$ cat src/rtl/RV32I_defines.sv
// RV32I instruction mnemonics shared by the front end.
package RV32I_defines_pkg;

  typedef enum logic [4:0] {
    LUI, AUIPC, JAL, JALR, BEQ, BNE,
    LB, LH, LW, LBU, LHU,
    SB, SH, SW, ADDI, ADD
  } RV32I_INSTRUCTION_MNEMONIC_t;

endpackage

$ cat src/rtl/fe_pkg.sv
// Front-end shared types: load-unit FSM states and load decode helper.
package fe_pkg;
  import RV32I_defines_pkg::*;

  typedef enum logic [2:0] {IDLE, REQ0, WAIT0, REQ1, WAIT1, DONE} lau_state_e;

  typedef struct packed {
    logic       legal;
    logic [2:0] size_bytes;
    logic       sign_ext;
  } load_info_t;

  // LW is marked signed so a 64-bit datapath sign-extends the word.
  function automatic load_info_t decode_load(input RV32I_INSTRUCTION_MNEMONIC_t m);
    load_info_t info;
    info = '0;
    case (m)
      LB:      info = '{legal: 1'b1, size_bytes: 3'd1, sign_ext: 1'b1};
      LH:      info = '{legal: 1'b1, size_bytes: 3'd2, sign_ext: 1'b1};
      LW:      info = '{legal: 1'b1, size_bytes: 3'd4, sign_ext: 1'b1};
      LBU:     info = '{legal: 1'b1, size_bytes: 3'd1, sign_ext: 1'b0};
      LHU:     info = '{legal: 1'b1, size_bytes: 3'd2, sign_ext: 1'b0};
      default: info = '0;
    endcase
    return info;
  endfunction

endpackage

$ cat src/rtl/load_extend.sv
// Selects the addressed bytes from a two-beat window and sign/zero-extends them.
module load_extend #(
  parameter int DATA_W = 32,
  parameter int OFF_W  = $clog2(DATA_W / 8)
) (
  input  logic [DATA_W-1:0] beat0_i,
  input  logic [DATA_W-1:0] beat1_i,
  input  logic [OFF_W-1:0]  offset_i,
  input  logic [2:0]        size_i,
  input  logic              sign_i,
  output logic [DATA_W-1:0] data_o
);

  logic [31:0] raw;

  // beat1 sits above beat0 so a word-crossing field is contiguous after the shift.
  assign raw = 32'({beat1_i, beat0_i} >> {offset_i, 3'b000});

  always_comb begin
    data_o = '0;
    case (size_i)
      3'd1: begin
        if (sign_i) data_o = DATA_W'($signed(raw[7:0]));
        else        data_o = DATA_W'(raw[7:0]);
      end
      3'd2: begin
        if (sign_i) data_o = DATA_W'($signed(raw[15:0]));
        else        data_o = DATA_W'(raw[15:0]);
      end
      default: begin
        if (sign_i) data_o = DATA_W'($signed(raw));
        else        data_o = DATA_W'(raw);
      end
    endcase
  end

endmodule

$ cat src/rtl/load_align_unit.sv
// Load alignment unit: issues one or two word reads per load and returns
// the selected, extended field as a single-cycle writeback.
module load_align_unit
  import RV32I_defines_pkg::*;
  import fe_pkg::*;
#(
  parameter int DATA_W        = 32,
  parameter int ADDR_W        = 32,
  parameter bit MISALIGNED_EN = 1'b1
) (
  input  logic                        clk,
  input  logic                        rst,
  input  logic                        load_valid,
  output logic                        load_ready,
  input  logic [ADDR_W-1:0]           load_addr,
  input  RV32I_INSTRUCTION_MNEMONIC_t load_mnemonic,
  input  logic [4:0]                  load_rd,
  output logic                        bus_req,
  output logic [ADDR_W-1:0]           bus_addr,
  input  logic                        bus_gnt,
  input  logic                        bus_rvalid,
  input  logic [DATA_W-1:0]           bus_rddata,
  output logic                        wb_valid,
  output logic [4:0]                  wb_rd,
  output logic [DATA_W-1:0]           wb_data,
  output logic                        load_err
);

  localparam int BYTES = DATA_W / 8;
  localparam int OFF_W = $clog2(BYTES);

  if (!(DATA_W == 32 || DATA_W == 64)) begin : g_bad_width
    $error("load_align_unit: DATA_W must be 32 or 64");
  end

  lau_state_e        state_q, state_d;
  logic [ADDR_W-1:0] addr_q, addr_d;
  logic [4:0]        rd_q, rd_d;
  logic [2:0]        size_q, size_d;
  logic              sign_q, sign_d;
  logic [DATA_W-1:0] beat0_q, beat0_d;
  logic [DATA_W-1:0] beat1_q, beat1_d;
  logic              err_q, err_d;

  load_info_t        in_info;
  logic              in_cross;
  logic              q_cross;
  logic [ADDR_W-1:0] word_addr;
  logic [DATA_W-1:0] ext_data;

  function automatic logic crosses(input logic [OFF_W-1:0] off, input logic [2:0] nbytes);
    return (4'(off) + 4'(nbytes)) > 4'(BYTES);
  endfunction

  assign in_info   = decode_load(load_mnemonic);
  assign in_cross  = crosses(load_addr[OFF_W-1:0], in_info.size_bytes);
  assign q_cross   = crosses(addr_q[OFF_W-1:0], size_q);
  assign word_addr = {addr_q[ADDR_W-1:OFF_W], {OFF_W{1'b0}}};
  assign load_err  = err_q;

  load_extend #(.DATA_W(DATA_W), .OFF_W(OFF_W)) u_extend (
    .beat0_i  (beat0_q),
    .beat1_i  (beat1_q),
    .offset_i (addr_q[OFF_W-1:0]),
    .size_i   (size_q),
    .sign_i   (sign_q),
    .data_o   (ext_data)
  );

  always_comb begin
    state_d    = state_q;
    addr_d     = addr_q;
    rd_d       = rd_q;
    size_d     = size_q;
    sign_d     = sign_q;
    beat0_d    = beat0_q;
    beat1_d    = beat1_q;
    err_d      = 1'b0;
    load_ready = 1'b0;
    bus_req    = 1'b0;
    bus_addr   = '0;
    wb_valid   = 1'b0;
    wb_rd      = '0;
    wb_data    = '0;

    case (state_q)
      IDLE: begin
        load_ready = 1'b1;
        if (load_valid) begin
          if (!in_info.legal || (in_cross && !MISALIGNED_EN)) begin
            err_d = 1'b1;
          end else begin
            addr_d  = load_addr;
            rd_d    = load_rd;
            size_d  = in_info.size_bytes;
            sign_d  = in_info.sign_ext;
            state_d = REQ0;
          end
        end
      end
      REQ0: begin
        bus_req  = 1'b1;
        bus_addr = word_addr;
        if (bus_gnt) state_d = WAIT0;
      end
      WAIT0: begin
        if (bus_rvalid) begin
          beat0_d = bus_rddata;
          state_d = q_cross ? REQ1 : DONE;
        end
      end
      REQ1: begin
        bus_req  = 1'b1;
        bus_addr = word_addr + ADDR_W'(BYTES);
        if (bus_gnt) state_d = WAIT1;
      end
      WAIT1: begin
        if (bus_rvalid) begin
          beat1_d = bus_rddata;
          state_d = DONE;
        end
      end
      DONE: begin
        wb_valid = 1'b1;
        wb_rd    = rd_q;
        wb_data  = ext_data;
        state_d  = IDLE;
      end
      default: state_d = IDLE;
    endcase
  end

  always_ff @(posedge clk) begin
    if (rst) begin
      state_q <= IDLE;
      addr_q  <= '0;
      rd_q    <= '0;
      size_q  <= '0;
      sign_q  <= 1'b0;
      beat0_q <= '0;
      beat1_q <= '0;
      err_q   <= 1'b0;
    end else begin
      state_q <= state_d;
      addr_q  <= addr_d;
      rd_q    <= rd_d;
      size_q  <= size_d;
      sign_q  <= sign_d;
      beat0_q <= beat0_d;
      beat1_q <= beat1_d;
      err_q   <= err_d;
    end
  end

endmodule

$ cat config.mk
export PLATFORM = sky130hd
export DESIGN_NAME = load_align_unit
export DESIGN_NICKNAME = d
export VERILOG_FILES = /design/src/rtl/RV32I_defines.sv /design/src/rtl/fe_pkg.sv /design/src/rtl/load_extend.sv /design/src/rtl/load_align_unit.sv
export SDC_FILE = /design/constraint.sdc
export NUM_CORES = 1
export LEC_CHECK = 0
export BUFFER_PORTS_ARGS = -buffer_cell sky130_fd_sc_hd__buf_2
export CAP_MARGIN = 10
export CORE_ASPECT_RATIO = 0.75
export CORE_MARGIN = 4
export CORE_UTILIZATION = 40
export DETAILED_ROUTE_END_ITERATION = 8
export GPL_ROUTABILITY_DRIVEN = 0
export PLACE_DENSITY = 0.68
export SETUP_SLACK_MARGIN = 0.05
export SYNTH_ARGS = -nofsm -noshare
export SYNTH_HDL_FRONTEND = slang
export SYNTH_HIERARCHICAL = 1
export SYNTH_SLANG_ARGS = --single-unit
$ cat constraint.sdc
create_clock -name clk -period 3.8 [get_ports clk]
set_input_delay 0.76 -clock clk [delete_from_list [all_inputs] [get_ports clk]]
set_output_delay 0.76 -clock clk [all_outputs]
set_load 0.01 [all_outputs]
==> results <==
- The total congestion overflow is 0.
- The classification of the worst setup path is reg2out.
- The run finished with clean final reports.
- The count of warnings emitted by yosys is 6.
- The first global-routing pass estimated about 28 mm of wire.
- The number of buffer and inverter instances along the worst setup path is 1.
- The final layout net count is roughly 970.
- The count of H-tree levels built during CTS is 3.
- The average via count per standard cell is 5.382.
- The detailed-route via count is 5850.
- Counting cells, the worst reg-to-reg path comes to 7.
- The number of antenna violations at the first check in global routing is 2.
- The switching power is approximately 580 uW.
- Summed over all nets, the half-perimeter wirelength after detailed placement is roughly 12 mm.
- Setup repair after global routing left no endpoint under its margin.
- Data on the critical path is required at its endpoint by a little over 3000 ps.
- Once the clock tree was built, the setup fixing pass inserted 0 buffers.
- Setup total negative slack on the finished layout was measured at 0 ps.
- The worst setup path is launched from a flip-flop.
- The critical path arrival is ~2600 ps.
- The post-route worst setup slack is around 450 ps.
- The final worst-path cycle share is 0.8808.
- The final setup violation count is 0.
- The wire length per cell after detailed routing is 16.20 um.
- The total area of multi-input combinational cells is around 3600 um2.
- The clock transition at the register clock pins on the worst setup and hold paths after CTS is 70 ps.
- The last element of the critical path is bus_addr[28].
- roughly 150 I/O pins were placed.
- The remaining antenna violation count after routing is 0.
- The number of filler instances in the final layout is about 1500.
- Across every metal layer, demand over resource in global routing totals 0.2031.
- After global routing, the most crowded layer is met1.
- For met2 alone, demand over resource in global routing was 0.3018.
- The met3 global-route usage is 0.04408.
- Walking the worst path, the cells encountered are and4_1 -> nand3_1 -> or4_1 -> a21oi_1 -> buf_2.
- The wire length after detailed routing is 17.61 mm.
- The worst register-to-register path has a setup slack of around 1500 ps.
- The number of sinks on the clock net is ~100.
- TritonCTS built the clock tree.
- Cell internal power was estimated by the tool at 1606 uW.
- The tree is rooted in a clkbuf_16.
- IR analysis of the VDD net gives a maximum drop of about 0.19 mV.
- The clock insertion delay at the later pin of the skew report is between 300 and 400 ps.
- Static timing analysis puts the maximum clock frequency at approximately 300 MHz.
- The area of the core is ~15000 um2.
- In the final layout, the share of cells above drive strength 1 is 0.2458.
- The area growth from synthesis to final layout is 18.45%.
- The startpoint identified for the worst register-to-register timing path is addr_q[0].
- Across the whole layout, storage elements account for roughly 2000 um2.
- The max-capacitance violation count is 0.
- In this run, post-CTS hold repair placed 0 buffers.
- The placement row count is 38.
- Of the total power, registers draw 0.500.
- The clock arrives with ~11 ps of skew.
- The area of the mapped netlist is roughly 6000 um2.
- The final count of pins violating max slew is 0.
- The number of inserted diodes is 0.
- The number of remaining DRC errors is 0.
- The starting utilization of the core area is 0.4092.
- The final-report hold violation count is 0.
- The worst path in the final design needs a cycle of ~3300 ps, including I/O delays and setup.
- The number of global-route vias before repair is 5272.
- Clock tree synthesis inserted a total of 9 buffers.
- Of the total power, the clock network draws 0.412.
- On the critical path, the stage with the largest delay is an instance of or4_1.
- Along the worst path, the maximum fanout reaches 22.
- The first detailed-routing pass took 4 iterations.
- The floorplan step defined a die boundary enclosing 16870 um2.
- The most critical setup path has its startpoint at addr_q[12].
- The biggest cell delay along the critical path is between 600 and 700 ps.
- The detailed router's first-iteration violation count is between 300 and 400.
- In this run the critical register-to-register path is captured at state_q[2].
- In this run the number of cells on the critical path is 5.
- The post-synthesis instance total is just under 800.
- The count of buffers added on input and output ports is 149.
- The floorplan die width is approximately 150 um.
- The proportion of total power due to net switching is 0.2658.
- The min-delay analysis places its worst path in the category reg2reg.
- The worst setup path is captured at an output pin.
- The transition at the pin with the smallest max-transition slack is 1107 ps.
- The static leakage power is 0.002621 uW.
- The worst pin sits at a relative slew slack of 0.2618.
- The post-cts sizing count is 0.
- The combinational group share of total power is 0.088.
- The average instance in the mapped netlist occupies approximately 7.6 um2.
- Before CTS, the worst setup slack after placement is approximately 650 ps.
- The floorplan step set the die height to about 110 um.
- The met1 layer usage reported by global route is 0.3055.
- The largest delay contributor family on the critical path is simple AND/OR/NAND/NOR gates.
- Power spread over the standard cell area amounts to 311.2 nW/um2.
- Entering global routing, the biggest net connects 102 pins.
- The deepest clock path buffer count is 2.
## layout by cell type (no fill, tap or decap), types with 5 or more instances in the layout
cell / count
o31ai_1: 11
nand2_1: 136
and2_1: 39
or4_1: 11
mux2_2: 28
or3_1: 11
xnor2_1: 7
nand4_1: 6
clkbuf_16: 9
nor4_1: 6
dfxtp_1: 98
nand3_1: 47
buf_2: 148
xor2_1: 5
mux2i_1: 29
inv_1: 9
o21ai_0: 76
buf_4: 11
o21ai_1: 8
nor2_1: 17
a21oi_1: 115
## registers in the layout (all words and copies together), names as in the netlist
name      count
rd_q          5
state_q       3
addr_q       32
beat1_q      24
size_q        3
sign_q        1
beat0_q      32
load_err      1
## worst reg2reg max path: cells and delay by family, from the launching register on
family / cells / cell delay, ps
adder cells (fa/ha/maj): 2 / 690
AO/OA/AOI/OAI: 3 / 500
buffers and inverters: 1 / 450
flip-flops: 1 / 420
AND/OR/NAND/NOR: 1 / 220
## per-layer routing
metal	vias up	part of all wire
met5	-	0.0012
met4	4	0.0070
met3	13	0.067
met2	173	0.43
met1	2708	0.50
li1	2952	-
## power by group through the flow
stage | Clock (uW) | Combinational, uW | Sequential (uW)
floorplan | 0 | 112 | 1110
global placement | 0 | 191 | 1120
detailed placement | 0 | 192 | 1120
CTS | 924 | 193 | 1090
global route | 970 | 214 | 1100
finish | 901 | 193 | 1090
## area by class of cell
cell class | count | area share
timing repair buffer | 159 | 0.1171
tap | 200 | 0.03560
sequential | 101 | 0.2882
clock inverter | 7 | 0.009434
inverter | 9 | 0.004806
clock buffer | 9 | 0.03204
multi-input combinational | 602 | 0.5128
## metrics by stage
| step | hold WS (ps) | cell area (um2) | total power [uW] | utilization | cells |
|---|---|---|---|---|---|
| 3_3_place_gp | 441.9 | 6736 | 1308 | 0.4645 | 1071 |
| 4_1_cts | 456.1 | 7028 | 2209 | 0.4846 | 1087 |
| 2_1_floorplan | 432.9 | 5938 | 1223 | - | 784 |
| 3_5_place_dp | 443.9 | 6736 | 1309 | 0.4645 | 1071 |
| 5_1_grt | 480.0 | 7029 | 2280 | 0.4847 | 1087 |
| 6_report | 457.2 | 7029 | 2187 | 0.4847 | 1087 |
## worst min-delay path by stage
| stage | cells after the start | slack (ps) | from | end |
|---|---|---|---|---|
| 2_1_floorplan | 2 | 430 | beat1_q[10] | beat1_q[10] |
| 3_3_place_gp | 2 | 440 | beat1_q[12] | beat1_q[12] |
| 3_5_place_dp | 2 | 440 | beat1_q[16] | beat1_q[16] |
| 4_1_cts | 2 | 460 | beat1_q[16] | beat1_q[16] |
| 5_1_grt | 2 | 480 | beat1_q[22] | beat1_q[22] |
| 6_report | 2 | 460 | beat0_q[7] | beat0_q[7] |
Power figures use the tool's default switching activity.
